<file path="src/rtl/handshake_pkg.sv">
// Shared definitions for the handshake checker slice.
package handshake_pkg;

  typedef enum logic [1:0] {
    EMPTY = 2'b00,
    ONE   = 2'b01,
    FULL  = 2'b10
  } hs_buf_state_t;

endpackage

</file>
<file path="src/rtl/handshake_elastic_buf.sv">
// Two-entry elastic buffer with a registered input-ready.
module handshake_elastic_buf
  import handshake_pkg::*;
#(
  parameter int unsigned WIDTH = 1
) (
  input  logic             clk,
  input  logic             rst,
  input  logic [WIDTH-1:0] in_data,
  input  logic             in_valid,
  output logic             in_ready,
  output logic             out_valid,
  output logic [WIDTH-1:0] out_data,
  input  logic             out_ready
);

  hs_buf_state_t    state_q, state_d;
  logic [WIDTH-1:0] slot0_q, slot0_d;
  logic [WIDTH-1:0] slot1_q, slot1_d;
  logic             ready_q, ready_d;
  logic             accept;
  logic             deliver;

  // Next-state, slot updates and the registered-ready lookahead.
  always_comb begin
    state_d = state_q;
    slot0_d = slot0_q;
    slot1_d = slot1_q;
    accept  = in_valid && ready_q;
    deliver = (state_q != EMPTY) && out_ready;
    case (state_q)
      EMPTY: begin
        if (accept) begin
          state_d = ONE;
          slot0_d = in_data;
        end
      end
      ONE: begin
        case ({accept, deliver})
          2'b10: begin
            state_d = FULL;
            slot1_d = in_data;
          end
          2'b01: state_d = EMPTY;
          2'b11: slot0_d = in_data;
          default: ;
        endcase
      end
      FULL: begin
        if (deliver) begin
          state_d = ONE;
          slot0_d = slot1_q;
        end
      end
      default: state_d = EMPTY;
    endcase
    // Ready is derived from the next state so it never depends on out_ready combinationally.
    ready_d = (state_d != FULL);
  end

  // State register; reset discards buffered entries immediately.
  always_ff @(posedge clk or negedge rst) begin
    if (!rst) begin
      state_q <= EMPTY;
      slot0_q <= '0;
      slot1_q <= '0;
      ready_q <= 1'b0;
    end else begin
      state_q <= state_d;
      slot0_q <= slot0_d;
      slot1_q <= slot1_d;
      ready_q <= ready_d;
    end
  end

  assign in_ready  = ready_q;
  assign out_valid = (state_q != EMPTY);
  assign out_data  = slot0_q;

endmodule

</file>
<file path="src/rtl/handshake_const_check.sv">
// Compares incoming data tokens to a constant and emits match-flag control tokens.
module handshake_const_check
  import handshake_pkg::*;
#(
  parameter int unsigned          DATA_WIDTH  = 32,
  parameter logic [DATA_WIDTH-1:0] CONST_VALUE = DATA_WIDTH'(21'b010011011110000000111),
  parameter int unsigned          CNT_WIDTH   = 16
) (
  input  logic                  clk,
  input  logic                  rst,
  input  logic [DATA_WIDTH-1:0] ins,
  input  logic                  ins_valid,
  output logic                  ins_ready,
  output logic                  outs_valid,
  input  logic                  outs_ready,
  output logic                  outs_match,
  output logic [CNT_WIDTH-1:0]  mismatch_count,
  output logic                  mismatch_seen
);

  logic                 tok_match;
  logic [CNT_WIDTH-1:0] count_q, count_d;
  logic                 seen_q, seen_d;

  assign tok_match = (ins == CONST_VALUE);

  handshake_elastic_buf #(.WIDTH(1)) u_buf (
    .clk       (clk),
    .rst       (rst),
    .in_data   (tok_match),
    .in_valid  (ins_valid),
    .in_ready  (ins_ready),
    .out_valid (outs_valid),
    .out_data  (outs_match),
    .out_ready (outs_ready)
  );

  // Saturating mismatch statistics, updated on delivery of a mismatch token.
  always_comb begin
    count_d = count_q;
    seen_d  = seen_q;
    if (outs_valid && outs_ready && !outs_match) begin
      seen_d = 1'b1;
      if (count_q != '1) count_d = count_q + CNT_WIDTH'(1);
    end
  end

  // Statistics registers.
  always_ff @(posedge clk or negedge rst) begin
    if (!rst) begin
      count_q <= '0;
      seen_q  <= 1'b0;
    end else begin
      count_q <= count_d;
      seen_q  <= seen_d;
    end
  end

  assign mismatch_count = count_q;
  assign mismatch_seen  = seen_q;

endmodule

</file>
<file path="config.mk">
export PLATFORM = sky130hd
export DESIGN_NAME = handshake_const_check
export DESIGN_NICKNAME = d
export VERILOG_FILES = /design/src/rtl/handshake_pkg.sv /design/src/rtl/handshake_elastic_buf.sv /design/src/rtl/handshake_const_check.sv
export SDC_FILE = /design/constraint.sdc
export NUM_CORES = 1
export LEC_CHECK = 0
export CORE_MARGIN = 1
export CORE_UTILIZATION = 40
export CTS_CLUSTER_SIZE = 10
export DETAILED_ROUTE_END_ITERATION = 10
export HOLD_SLACK_MARGIN = 0.06
export MAX_ROUTING_LAYER = met4
export PLACE_DENSITY = 0.84
export SYNTH_ARGS = -nofsm -noshare
export SYNTH_HDL_FRONTEND = slang
export SYNTH_SLANG_ARGS = --single-unit
</file>
<file path="constraint.sdc">
create_clock -name clk -period 2.8 [get_ports clk]
set_input_delay 0.56 -clock clk [delete_from_list [all_inputs] [get_ports clk]]
set_output_delay 0.56 -clock clk [all_outputs]
set_load 0.02 [all_outputs]
</file>
### Word level (Yosys, flattened, before mapping)

Index checks and enable logic that the tools add are counted.

* output and inout port bits: 20
* flip-flop bits (word level): 22
* input port bits: 36
* word-level logic and storage cells: 36

* equality and inequality tests: 11
* multiplexer cells: 8
* reduce and logical (&&, ||, !) cells: 10
* add/subtract/negate cells: 1

Operator list (number)
* 32-bit by 20-bit equality test with 1-bit output, second input constant: 1
* 16-bit by 1-bit adder with 16-bit output, second input constant: 1
* 16-bit != test, second input constant: 1
* 2-bit equality test, second input constant: 3
* 2-bit one-hot mux with 3 select lines: 1
* 2-bit by 1-bit equality test with 1-bit output, second input constant: 2
* 2-bit two-way mux: 2
* 2-bit by 1-bit != test with 1-bit output, second input constant: 2
* 2-bit != test, second input constant: 2
* 2-bit one-hot mux with 2 select lines: 1
* 2-bit AND reduction: 2
* 4-bit AND reduction: 1
* 1-bit logical AND: 3
* 1-bit two-way mux: 3
* 1-bit one-hot mux with 3 select lines: 1
* 3-bit nonzero test: 1
* 2-bit zero test: 1
* 2-bit nonzero test: 1
* 1-bit zero test: 1

### Longest topological paths before layout

* depth in word-level cells: 6
* gate-level depth with buffers: 6
* gate-level depth less buffers: 5

### Hierarchy

From an unflattened synthesis, not the netlist that was laid out.

* cell total of the unflattened synthesis: 107
* area, all modules: 1148.6 sq um

By module, submodules not included
* handshake_const_check: sequential area each 425.4 sq um, cells an instance 84, area each 889.6 sq um, times used 1
* handshake_elastic_buf: sequential area each 125.1 sq um, cells an instance 23, area each 259.0 sq um, times used 1

### Worst setup path after synthesis

No wires, ideal clock.

* path kind: register to register
* start: reg count_q[0] (netlist: mismatch_count[0])
* end: reg count_q[7] (netlist: mismatch_count[7])
* data required time: 2.662 ns
* arrival time: 1.733 ns
* library setup time: 0.138 ns
* slack: 0.929 ns
* buffers on the path: 1
* period minus slack after synthesis: 1.871 ns
* cell stages (with the launch flop): 7
* cell sequence: dfrtp_1 -> ha_1 -> nand3_1 -> nor4_1 -> buf_2 -> nor4_1 -> xor2_1

* word-level cells in the longest chain between the ends: 2
* elaborated cells between the ends (all ways): 3
* those cells by class: add/sub: 1; eq/ne: 1; reduce/logical: 1

RTL lines
* start, declared: RTL line handshake_const_check.sv:22 `logic [CNT_WIDTH-1:0] count_q, count_d;`
* start signal, assigned: RTL line handshake_const_check.sv:54 `count_q <= count_d;`
* parallel branches: the longest is 2 deep, another holds 16-bit by 1-bit adder with 16-bit output

Several ways; the timed one is not identified.
A chain may end at the register's enable or synchronous reset.

### Worst setup path after layout

* start: reg u_buf.state_q[0]
* end: out outs_valid

* word-level cells in the longest chain between the ends: 1

RTL lines
* start, declared: RTL line handshake_elastic_buf.sv:17 `hs_buf_state_t state_q, state_d;`
* start signal, assigned: RTL line handshake_elastic_buf.sv:69 `state_q <= state_d;`
* 2-bit nonzero test: RTL line handshake_elastic_buf.sv:77 `assign out_valid = (state_q != EMPTY);`
* end, declared: RTL line handshake_const_check.sv:14 `output logic outs_valid,`

No other way between the ends.

==> impl_metrics.csv <==
group,metric,value,unit
global_route,grt_pass1_wl,4.692,mm
sta,finalSetupViolations,0,
floorplan,start_util,0.4220,
sta,post-route-period-util,0.7474,
floorplan,std_cell_rows,19,
hold_path,hold_path_depth,1,
clock_tree,numClockSinks,22,
synthesis,netlist_instances,109,
critical_path,r2r-end,"mismatch_count[1]",
final_layout,num_antenna_cells,0,
synthesis,synthTopCellsByArea,"dfrtp_1, xor2_1, nor4b_1, nand4_1, nor4_1",
final_layout,final_cells,197,
sta,tns,0,ns
clock_tree,cts-resized-gates,0,
critical_path,critPathKind,"flip-flop to output pin",
hold_path,holdPathEnd,"mismatch_count[15]",
critical_path,crit_path_end_kind,"output pin",
synthesis,avgSynthCellArea,10.58,sq um
synthesis,synth_fa_ha_area_frac,0.01085,
drt,vias_per_cell,5.523,
sta,tightest_slew,0.5735,ns
sta,grt_setup_unrepaired,"no",
synthesis,synth_compound_area_frac,0.05206,
final_layout,ff_latch_area,550.5,sq um
final_layout,finalInstanceArea,1774,sq um
placement,dp_hpwl,2.109,mm
clock_tree,clockBufferDepth,2,
sta,finClkSkew,0.004205,ns
final_layout,final_common_cell,"clkdlybuf4s50_1",
synthesis,synth_cell_types,33,
sta,setup_slack,0.7073,ns
final_layout,num-nets-final,205,
placement,gp_congestion,0.8092,
final_layout,area_growth,53.80,%
synthesis,syn-cell-area,1154,sq um
synthesis,synth-xor-area-share,0.1139,
sta,hold_viol_final,0,
status,status,"complete, no violations",
drt,dr.pass1.iters,4,
critical_path,rrSetupSlack,0.93,ns
sta,slew-limit-headroom,0.6123,
hold_path,hp-class,"flip-flop to flip-flop",
clock_tree,worstSkewPairLatency,0.31,ns
clock_tree,post_cts_buffers,0,
drt,ant_nets,0,
synthesis,yosys_warnings,0,
critical_path,reg2reg_from,"mismatch_count[0]",
power_and_ir_drop,power_density,535.0,nW/um^2
power_and_ir_drop,leakage,0.7286,nW
placement,place_ws,0.4369,ns
drt,finalWirelength,2.637,mm
power_and_ir_drop,ir_drop,0.0004162,V
global_route,grt_pass1_vias,1159,
final_layout,num-fill-cells,224,
drt,drtIter0Drc,28,
critical_path,critPathRequiredTime,2.24,ns
synthesis,synthMuxAreaShare,0.009761,
drt,wl_per_cell,13.39,microns
sta,finalCriticalPeriod,2.093,ns
placement,port_buffers,55,
clock_tree,hold_buffers,0,
critical_path,path_max_fanout,5,
floorplan,design.core.area,2734,sq um
synthesis,synth_edf_count,0,
job,cap_viol_max_count,0,
final_layout,multi_input_area,585.6,sq um
synthesis,synth-simple-area-share,0.3156,
floorplan,die_w,55.71,microns
floorplan,die_area,3103,sq um
synthesis,async_reset_ff_frac,1.000,
drt,drc,0,
global_route,grt_max_degree,23,
synthesis,synth_top_family_by_area,"simple AND/OR/NAND/NOR gates",
hold_path,min_from,"mismatch_count[15]",
global_route,antenna_found_initial,0,
synthesis,yosysTopAreaCell,"dfrtp_1",
critical_path,crit_arrival,1.53,ns
floorplan,io-pin-count,56,
drt,vias,1088,
clock_tree,numCtsBuffers,3,
synthesis,ys_seq_area_frac,0.4772,
sta,maxSlewViolCount,0,
clock_tree,cts.clk_slew.worst_paths,0.12,ns
floorplan,fp.dieH,55.71,microns
final_layout,drive_gt1_frac,0.07831,
synthesis,synth-seq-cells,22,
critical_path,critPathLaunchType,"flip-flop",
clock_tree,cts_tree,"yes",
final_layout,layout.cells.most_common_list,"clkdlybuf4s50_1, dfrtp_1, xor2_1",
placement,dpl-instance-area,1752,sq um
synthesis,synth_nets,146,
synthesis,yosysTopAreaCellShare,0.4772,
synthesis,synth_flop_cell,"dfrtp_1",
clock_tree,h-tree-depth,1,
critical_path,reg2reg_depth,6,
final_layout,post-route-util,0.6490,
sta,whs,0.4941,ns
global_route,overflow,0,
global_route,track_usage,0.1922,
power_and_ir_drop,power,0.9492,mW
placement,dp.cells,194,
clock_tree,cts-root-buf,"clkbuf_4",
sta,fmax,0.4779,GHz
cell families after synthesis:
family / count (synthesis)
mux: 1
flops: 22
simple gates: 55
fa+ha+maj: 1
buf+inv: 6
compound gates: 9
xor+xnor: 15
worst max path at each step:
stage / to / slack, ns / cells after the start / start
after global placement: mismatch_count[1] / 0.46 / 4 / outs_ready
final: outs_valid / 0.71 / 3 / u_buf.state_q[0]
after detailed placement: mismatch_count[1] / 0.44 / 4 / outs_ready
after CTS: outs_valid / 0.71 / 3 / u_buf.state_q[0]
after global routing: mismatch_count[1] / 0.60 / 4 / outs_ready
after floorplan: mismatch_count[7] / 0.93 / 6 / mismatch_count[0]
layout make-up:
type                            count  area share
Clock buffer                        3     0.01269
Inverter                            3    0.006347
Multi-Input combinational cell     81      0.3300
Sequential cell                    22      0.3103
Tap cell                           31     0.02186
Timing Repair Buffer               57      0.3188
Yosys cell counts (3+ instances only):
cell type,instances
dfrtp_1,22
xor2_1,12
nand4_1,7
nor2_1,6
nor4_1,6
nor4b_1,6
nand2_1,5
nand3_1,4
nor3_1,4
a21oi_1,3
inv_1,3
nor4bb_1,3
xnor2_1,3
layer usage:
layer  vias up  wire length, microns  GRT usage
met3         5                   187    0.03256
met1       510                  1113     0.2150
met2        50                  1303     0.3408
met4         0                    32    0.07500
met5         -                     0          -
li1        523                     -          -
critical path, stage by stage (launching register included):
cell and delay [ns]:
dfrtp_1 0.45, nor2_1 0.19, inv_1 0.06, clkdlybuf4s50_1 0.53
registers in the layout, summed over array words and instances (netlist names):
signal / flops
u_buf.in_ready: 1
u_buf.slot1_q: 1
u_buf.out_data: 1
u_buf.state_q: 2
mismatch_seen: 1
mismatch_count: 16
report_power, final:
part	switching [mW]	total [mW]	leakage [nW]	internal (mW)
Clock	0.0929	0.143	0.0138	0.0503
Sequential	0.0751	0.445	0.286	0.370
Combinational	0.171	0.361	0.429	0.190
Total	0.339	0.949	0.729	0.610
(Power assumes the default switching activity.)
